### config.mk
export PLATFORM = sky130hd
export DESIGN_NAME = edge_event_scheduler
export DESIGN_NICKNAME = d
export VERILOG_FILES = /design/src/rtl/edge_evt_pkg.sv /design/src/rtl/edge_pulse_fsm.sv /design/src/rtl/edge_event_scheduler.sv
export SDC_FILE = /design/constraint.sdc
export NUM_CORES = 1
export LEC_CHECK = 0
export BUFFER_PORTS_ARGS = -buffer_cell sky130_fd_sc_hd__clkbuf_2
export CELL_PAD_IN_SITES_DETAIL_PLACEMENT = 0
export CELL_PAD_IN_SITES_GLOBAL_PLACEMENT = 1
export CORE_ASPECT_RATIO = 0.7
export CORE_MARGIN = 1
export CORE_UTILIZATION = 25
export DETAILED_ROUTE_END_ITERATION = 8
export PLACE_DENSITY = 0.62
export RECOVER_POWER = 25
export SLEW_MARGIN = 5
export SYNTH_ARGS = -nofsm -noshare
export SYNTH_HDL_FRONTEND = slang
export SYNTH_SLANG_ARGS = --single-unit
### constraint.sdc
create_clock -name clk -period 3.7 [get_ports clk]
set_input_delay 0 -clock clk [delete_from_list [all_inputs] [get_ports clk]]
set_output_delay 0 -clock clk [all_outputs]
set_load 0.01 [all_outputs]
### src/rtl/edge_evt_pkg.sv
// Shared types and helpers for the multi-channel edge event scheduler.
// Holds the edge FSM state encoding and the round-robin winner search.
package edge_evt_pkg;

  typedef enum logic [1:0] {
    ES_S0   = 2'b00,
    ES_EDGE = 2'b11,
    ES_S1   = 2'b01
  } edge_state_t;

  localparam int unsigned MAX_CH = 16;

  // First set bit of pending, scanning ptr, ptr+1, ... modulo n_ch.
  // Returns 0 when nothing is pending; callers qualify with |pending.
  function automatic int unsigned rr_pick(input logic [MAX_CH-1:0] pending,
                                          input int unsigned        ptr,
                                          input int unsigned        n_ch);
    logic        found;
    logic [3:0]  idx;
    int unsigned win;
    found = 1'b0;
    win   = 0;
    for (int unsigned k = 0; k < MAX_CH; k++) begin
      idx = 4'((ptr + k) % n_ch);
      if ((k < n_ch) && !found && pending[idx]) begin
        found = 1'b1;
        win   = 32'(idx);
      end
    end
    return win;
  endfunction

endpackage

### src/rtl/edge_pulse_fsm.sv
// Per-channel 3-state Moore rising-edge detector.
// Resets into S1 so a level already high at reset release is not an edge.
module edge_pulse_fsm (
  input  logic clk,
  input  logic rst_n,
  input  logic in,
  output logic pulse
);
  import edge_evt_pkg::*;

  edge_state_t state_q;
  edge_state_t state_d;

  always_comb begin
    state_d = ES_S0;
    case (state_q)
      ES_S0:          state_d = in ? ES_EDGE : ES_S0;
      ES_EDGE, ES_S1: state_d = in ? ES_S1   : ES_S0;
      default:        state_d = ES_S0;
    endcase
  end

  always_ff @(posedge clk or negedge rst_n) begin
    if (!rst_n) begin
      state_q <= ES_S1;
    end else begin
      state_q <= state_d;
    end
  end

  assign pulse = (state_q == ES_EDGE);

endmodule

### src/rtl/edge_event_scheduler.sv
// Multi-channel rising-edge event scheduler: per-channel edge FSMs, pending
// latches, round-robin arbitration onto one valid/ready port, overrun tracking.
module edge_event_scheduler
  import edge_evt_pkg::*;
#(
  parameter int unsigned N_CH  = 4,
  parameter int unsigned CNT_W = 8
) (
  input  logic                    clk,
  input  logic                    rst_n,
  input  logic [N_CH-1:0]         in,
  output logic                    ev_valid,
  input  logic                    ev_ready,
  output logic [$clog2(N_CH)-1:0] ev_ch,
  output logic [N_CH-1:0]         overrun,
  output logic [CNT_W-1:0]        drop_cnt,
  input  logic                    clr_overrun
);

  localparam int unsigned CH_W = $clog2(N_CH);
  localparam logic [CNT_W+4:0] CNT_MAX = {5'b0, {CNT_W{1'b1}}};

  logic [N_CH-1:0]   pulse;
  logic [N_CH-1:0]   pending_q, pending_d;
  logic [N_CH-1:0]   overrun_q, overrun_d;
  logic [CNT_W-1:0]  drop_cnt_q, drop_cnt_d;
  logic [CH_W-1:0]   rr_ptr_q, rr_ptr_d;
  logic              ev_valid_q, ev_valid_d;
  logic [CH_W-1:0]   ev_ch_q, ev_ch_d;

  logic              load;
  logic [CH_W-1:0]   winner;
  logic [N_CH-1:0]   clr_vec;
  logic [N_CH-1:0]   drop_vec;
  logic [MAX_CH-1:0] pend_ext;
  logic [CNT_W+4:0]  drop_sum;

  for (genvar g = 0; g < N_CH; g++) begin : g_ch
    edge_pulse_fsm u_fsm (
      .clk   (clk),
      .rst_n (rst_n),
      .in    (in[g]),
      .pulse (pulse[g])
    );
  end

  always_comb begin
    pend_ext              = '0;
    pend_ext[N_CH-1:0]    = pending_q;
    winner                = CH_W'(rr_pick(pend_ext, 32'(rr_ptr_q), N_CH));
    load                  = (!ev_valid_q || ev_ready) && (|pending_q);

    clr_vec = '0;
    if (load) begin
      clr_vec[winner] = 1'b1;
    end

    // A pulse landing on the cycle its channel is loaded re-arms pending
    // instead of counting as a drop.
    pending_d = (pending_q & ~clr_vec) | pulse;
    drop_vec  = pulse & pending_q & ~clr_vec;

    // Clear first, then fold in this cycle's drops so a new overrun wins.
    overrun_d = (clr_overrun ? '0 : overrun_q) | drop_vec;
    drop_sum  = clr_overrun ? '0 : {5'b0, drop_cnt_q};
    for (int unsigned i = 0; i < N_CH; i++) begin
      drop_sum = drop_sum + (CNT_W+5)'(drop_vec[i]);
    end
    drop_cnt_d = (drop_sum > CNT_MAX) ? CNT_MAX[CNT_W-1:0] : drop_sum[CNT_W-1:0];

    ev_valid_d = ev_valid_q;
    ev_ch_d    = ev_ch_q;
    rr_ptr_d   = rr_ptr_q;
    if (load) begin
      ev_valid_d = 1'b1;
      ev_ch_d    = winner;
      rr_ptr_d   = (winner == CH_W'(N_CH - 1)) ? '0 : winner + 1'b1;
    end else if (ev_valid_q && ev_ready) begin
      ev_valid_d = 1'b0;
    end
  end

  always_ff @(posedge clk or negedge rst_n) begin
    if (!rst_n) begin
      pending_q  <= '0;
      overrun_q  <= '0;
      drop_cnt_q <= '0;
      rr_ptr_q   <= '0;
      ev_valid_q <= 1'b0;
      ev_ch_q    <= '0;
    end else begin
      pending_q  <= pending_d;
      overrun_q  <= overrun_d;
      drop_cnt_q <= drop_cnt_d;
      rr_ptr_q   <= rr_ptr_d;
      ev_valid_q <= ev_valid_d;
      ev_ch_q    <= ev_ch_d;
    end
  end

  assign ev_valid = ev_valid_q;
  assign ev_ch    = ev_ch_q;
  assign overrun  = overrun_q;
  assign drop_cnt = drop_cnt_q;

endmodule

==> results by group <==
Worst setup path
  • Crit Path Max Fanout: 7
  • Critical Path, Cell by Cell: a21oi_1 -> o21ai_1 -> o2bb2a_2 -> inv_1 -> ha_1 -> nand2_1 -> nand4_1 -> fa_1 -> fa_1 -> inv_1 -> fa_1 -> and2_4 -> nand4_1 -> a21oi_1
  • Worst Path Required: 3.91 ns
  • Worst EP arrival: 3.57 ns
  • CP max stage cell: fa_1
  • Reg2reg path depth: 14
  • Most common cell on crit path: fa_1
  • CP Capture Type: flop
  • Crit Path Class: reg2reg
  • CP peak stage delay: 0.53 ns
  • Crit path launch type: flop

Cells and area
  • Share of post-route cells with drive strength above 1: 21.12%
  • Final nets: 176
  • FF/Latch Area: 734.5 um2
  • Filler cell count: 549
  • Final core utilization: 32.92%
  • Antenna diodes: 0
  • Area grow syn2layout: 24.67%
  • Final Non-Filler Cells: 233
  • Area of the multi-input gates: 621.8 um2

Detailed routing
  • Final wirelength: 2848 um
  • # DRC: 0
  • Post-DR vias/cell: 4.296
  • Starting DRT DRC Count: 78
  • WL/cell: 12.22 um
  • Post-DRT Antenna Nets: 0
  • DR vias: 1,001
  • DR pass1 iterations: 4

Die
  • I/O pin count: 23
  • Starting density of the core: 26.41%
  • Die Span Y: 64.84 um
  • Die width: 91.77 um
  • Core area: 0.005340 mm2
  • Die area: 0.005950 mm2
  • Row count: 22

Timing
  • # setup viols final: 0
  • Max_slew headroom: -2.191%
  • Final Max Slew Viols: 30
  • Post-layout minimum cycle time: 3.365 ns
  • Final period util: 90.96%
  • Worst Tran Pin Value: 1.533 ns
  • Setup TNS: 0 ns
  • RSZ-0062 raised after global routing: false
  • Fin Clk Skew: 0.01105 ns
  • Final hold vios: 0
  • Fmax: 297.1 MHz

Global route
  • Vias in the first global route: 1,069
  • Gr ovfl total: 0
  • Largest net degree at the start of global routing: 30
  • Initial antenna violation count: 0
  • GRT Total Usage: 11.45%
  • First-pass GRT wire length: 5078 um

Power
  • Max IR drop VDD: 0.1531 mV
  • Leak: 0.8076 nW
  • PD cells: 629.7 mW/mm2
  • Clk pwr share: 25.8%
  • Combinational share of power: 31.7%
  • Psw: 0.3729 mW
  • Switching fraction of total power: 33.68%
  • Reg power frac: 42.5%
  • Internal Power: 0.7342 mW

Outcome
  • Status: finished, violations left
  • Failing checks: capacitance limit, slew limit

Yosys
  • Synthesis warning total: 0
  • Syn avg cell area: 11.19 um2
  • Syn nets: 142
  • Number of distinct library cells after synthesis: 33
  • Post-Syn Area: 0.001410 mm2
  • Cells after synthesis: 126
  • Synth Register Bits: 29
  • Sequential element share of the synthesized area: 51.82%

CTS
  • Clk slew on worst S/H paths: 0.07 ns
  • TritonCTS clock tree: built
  • CTS root buf: clkbuf_8
  • CTS H-tree depth: 2
  • CTS buffer count: 5
  • Clk sinks: 29
  • Clock Path Buffers: 2
  • Latest clock arrival within the worst-skew pair: 0.29 ns

Min path
  • Worst Hold Class: in2reg
  • WHS Path Cells: 2

Job
  • Max-cap violations: 1

Place
  • Port Buffers: 22
  • Final GP Congestion: 0.8653
  • Hpwl dp: 2085 um
  • Dpl cells: 220
-- worst max-delay path: cells and delay by family, from the launching register on --
| kind | cells | cell delay, ns |
|---|---|---|
| flops | 1 | 0.46 |
| compound gates | 4 | 0.69 |
| simple gates | 4 | 0.62 |
| buf+inv | 2 | 0.15 |
| fa+ha+maj | 4 | 1.37 |
-- state kept, by name, indices dropped and copies added, names as in the netlist --
signal              count
drop_cnt                8
ev_ch                   2
ev_valid                1
g_ch.u_fsm.state_q      8
overrun                 4
pending_q               4
rr_ptr_q                2
-- placed cells by master, fill, tap and decap left out --
cell            n
dfrtp_1        22
inv_1          15
clkbuf_2       11
clkbuf_1       11
nand2_1         8
a21oi_1         7
clkbuf_8        7
nand4_1         6
o21ai_0         6
nand2b_1        5
ha_1            5
dlygate4sd3_1   5
nor3b_1         4
a21boi_0        4
nor2_1          4
a22o_1          4
mux2i_1         3
nor2b_1         3
mux2_4          3
fa_1            3
dfstp_2         3
dfrtp_2         3
nor3_1          2
a311oi_2        1
o21ai_1         1
o2bb2a_2        1
and2b_1         1
and2_4          1
and3_1          1
o2111ai_1       1
a31oi_1         1
nand3_1         1
a211oi_1        1
xor2_1          1
o21ba_1         1
nor4_2          1
a21oi_2         1
clkinv_2        1
dfstp_1         1
buf_4           1
-- synthesized netlist by cell type --
cell type   n  area, um2
nand4_1     6      37.54
o21ba_1     1      10.01
o2bb2a_2    1      11.26
a21oi_2     1      8.760
nor2_1      4      15.01
a21boi_0    4      30.03
mux2_4      3      45.04
a211oi_1    1      7.510
mux2i_1     3      30.03
nor3b_1     4      30.03
fa_1        3      60.06
nor4_2      1      12.51
dfrtp_1    25      625.6
xor2_1      1      8.760
a21oi_1     7      35.03
nor3_1      2      10.01
and2b_1     1      7.510
nand3_1     1      5.000
o2111ai_1   1      8.760
inv_1      15      56.30
clkbuf_1    1      3.750
nor2b_1     3      18.77
dfstp_2     4      105.1
o21ai_0     6      30.03
a22o_1      4      35.03
and2_1      1      6.260
o21ai_1     1      5.000
nand2_1     8      30.03
ha_1        5      62.56
a311oi_2    1      15.01
and3_1      1      6.260
nand2b_1    5      31.28
a31oi_1     1      6.260
-- worst paths after layout --
check,start,to,slack [ns]
setup / recovery,pending_q[0]$_DFF_PN0_,drop_cnt[3]$_DFF_PN0_,0.33
setup reg to reg,pending_q[0]$_DFF_PN0_,drop_cnt[3]$_DFF_PN0_,0.33
min in group asynchronous,rst_n,ev_valid$_DFFE_PN0P_,0.62
max in group asynchronous,rst_n,rr_ptr_q[1]$_DFFE_PN0P_,2.07
hold reg to reg,g_ch[3].u_fsm.state_q[1]$_DFF_PN0_,g_ch[3].u_fsm.state_q[0]$_DFF_PN1_,0.48
hold / removal,clr_overrun,drop_cnt[4]$_DFF_PN0_,0.04
-- metal layers --
layer / track usage, % / routed length [um] / part of all wire, %
met5: 0 / 0 / 0
met4: 5.469 / 62 / 2.2
met3: 4.577 / 128 / 4.5
met2: 16.54 / 1192 / 42
met1: 14.90 / 1464 / 51
-- timing repair --
item | in CTS | in global routing
hold buffers | 5 | 0
resized for setup | 0 | 4
endpoints found under the hold margin | 33 | 0
setup endpoints to repair | 0 | 2
setup buffers | 0 | 0
-- through the flow --
stage | total power, mW | hold WS, ns | worst slack [ns] | area (um2)
after CTS | 1.124 | 0.03859 | 0.2534 | 1765
final | 1.107 | 0.04460 | 0.3346 | 1758
after global routing | 1.192 | 0.08887 | 0.03300 | 1758
after floorplan | 0.7061 | -0.2956 | 0.4434 | 1410
after detailed placement | 0.8244 | 0.09107 | 0.2821 | 1614
after global placement | 0.8117 | 0.08151 | 0.3201 | 1614
-- cell type report --
cell class	count	area share, %
clock inverters	1	0.2847
repair buffers	28	8.754
well taps	72	5.125
inverters	15	3.203
multi-input cells	81	35.37
flip-flops and latches	29	41.78
clock buffers	7	5.480
-- cell families (layout without fill, tap and decap cells) --
| family | after synthesis | in the layout | synth area share [%] |
|---|---|---|---|
| buffers and inverters | 16 | 51 | 4.259 |
| DFF | 29 | 29 | 51.82 |
| adders and majority gates | 8 | 8 | 8.696 |
| xor gates and xnor gates | 1 | 1 | 0.6212 |
| muxes | 6 | 6 | 5.324 |
| AOI/OAI and AO/OA | 29 | 29 | 14.37 |
| and+or+nand+nor | 37 | 37 | 14.91 |
-- power by group through the flow --
stage / clock network [mW] / logic (mW) / registers, mW
6_report: 0.286 / 0.350 / 0.470
5_1_grt: 0.310 / 0.398 / 0.484
3_5_place_dp: 0 / 0.353 / 0.471
4_1_cts: 0.297 / 0.361 / 0.467
2_1_floorplan: 0 / 0.242 / 0.464
3_3_place_gp: 0 / 0.345 / 0.466
No activity file was read; power rests on OpenSTA's default activity.
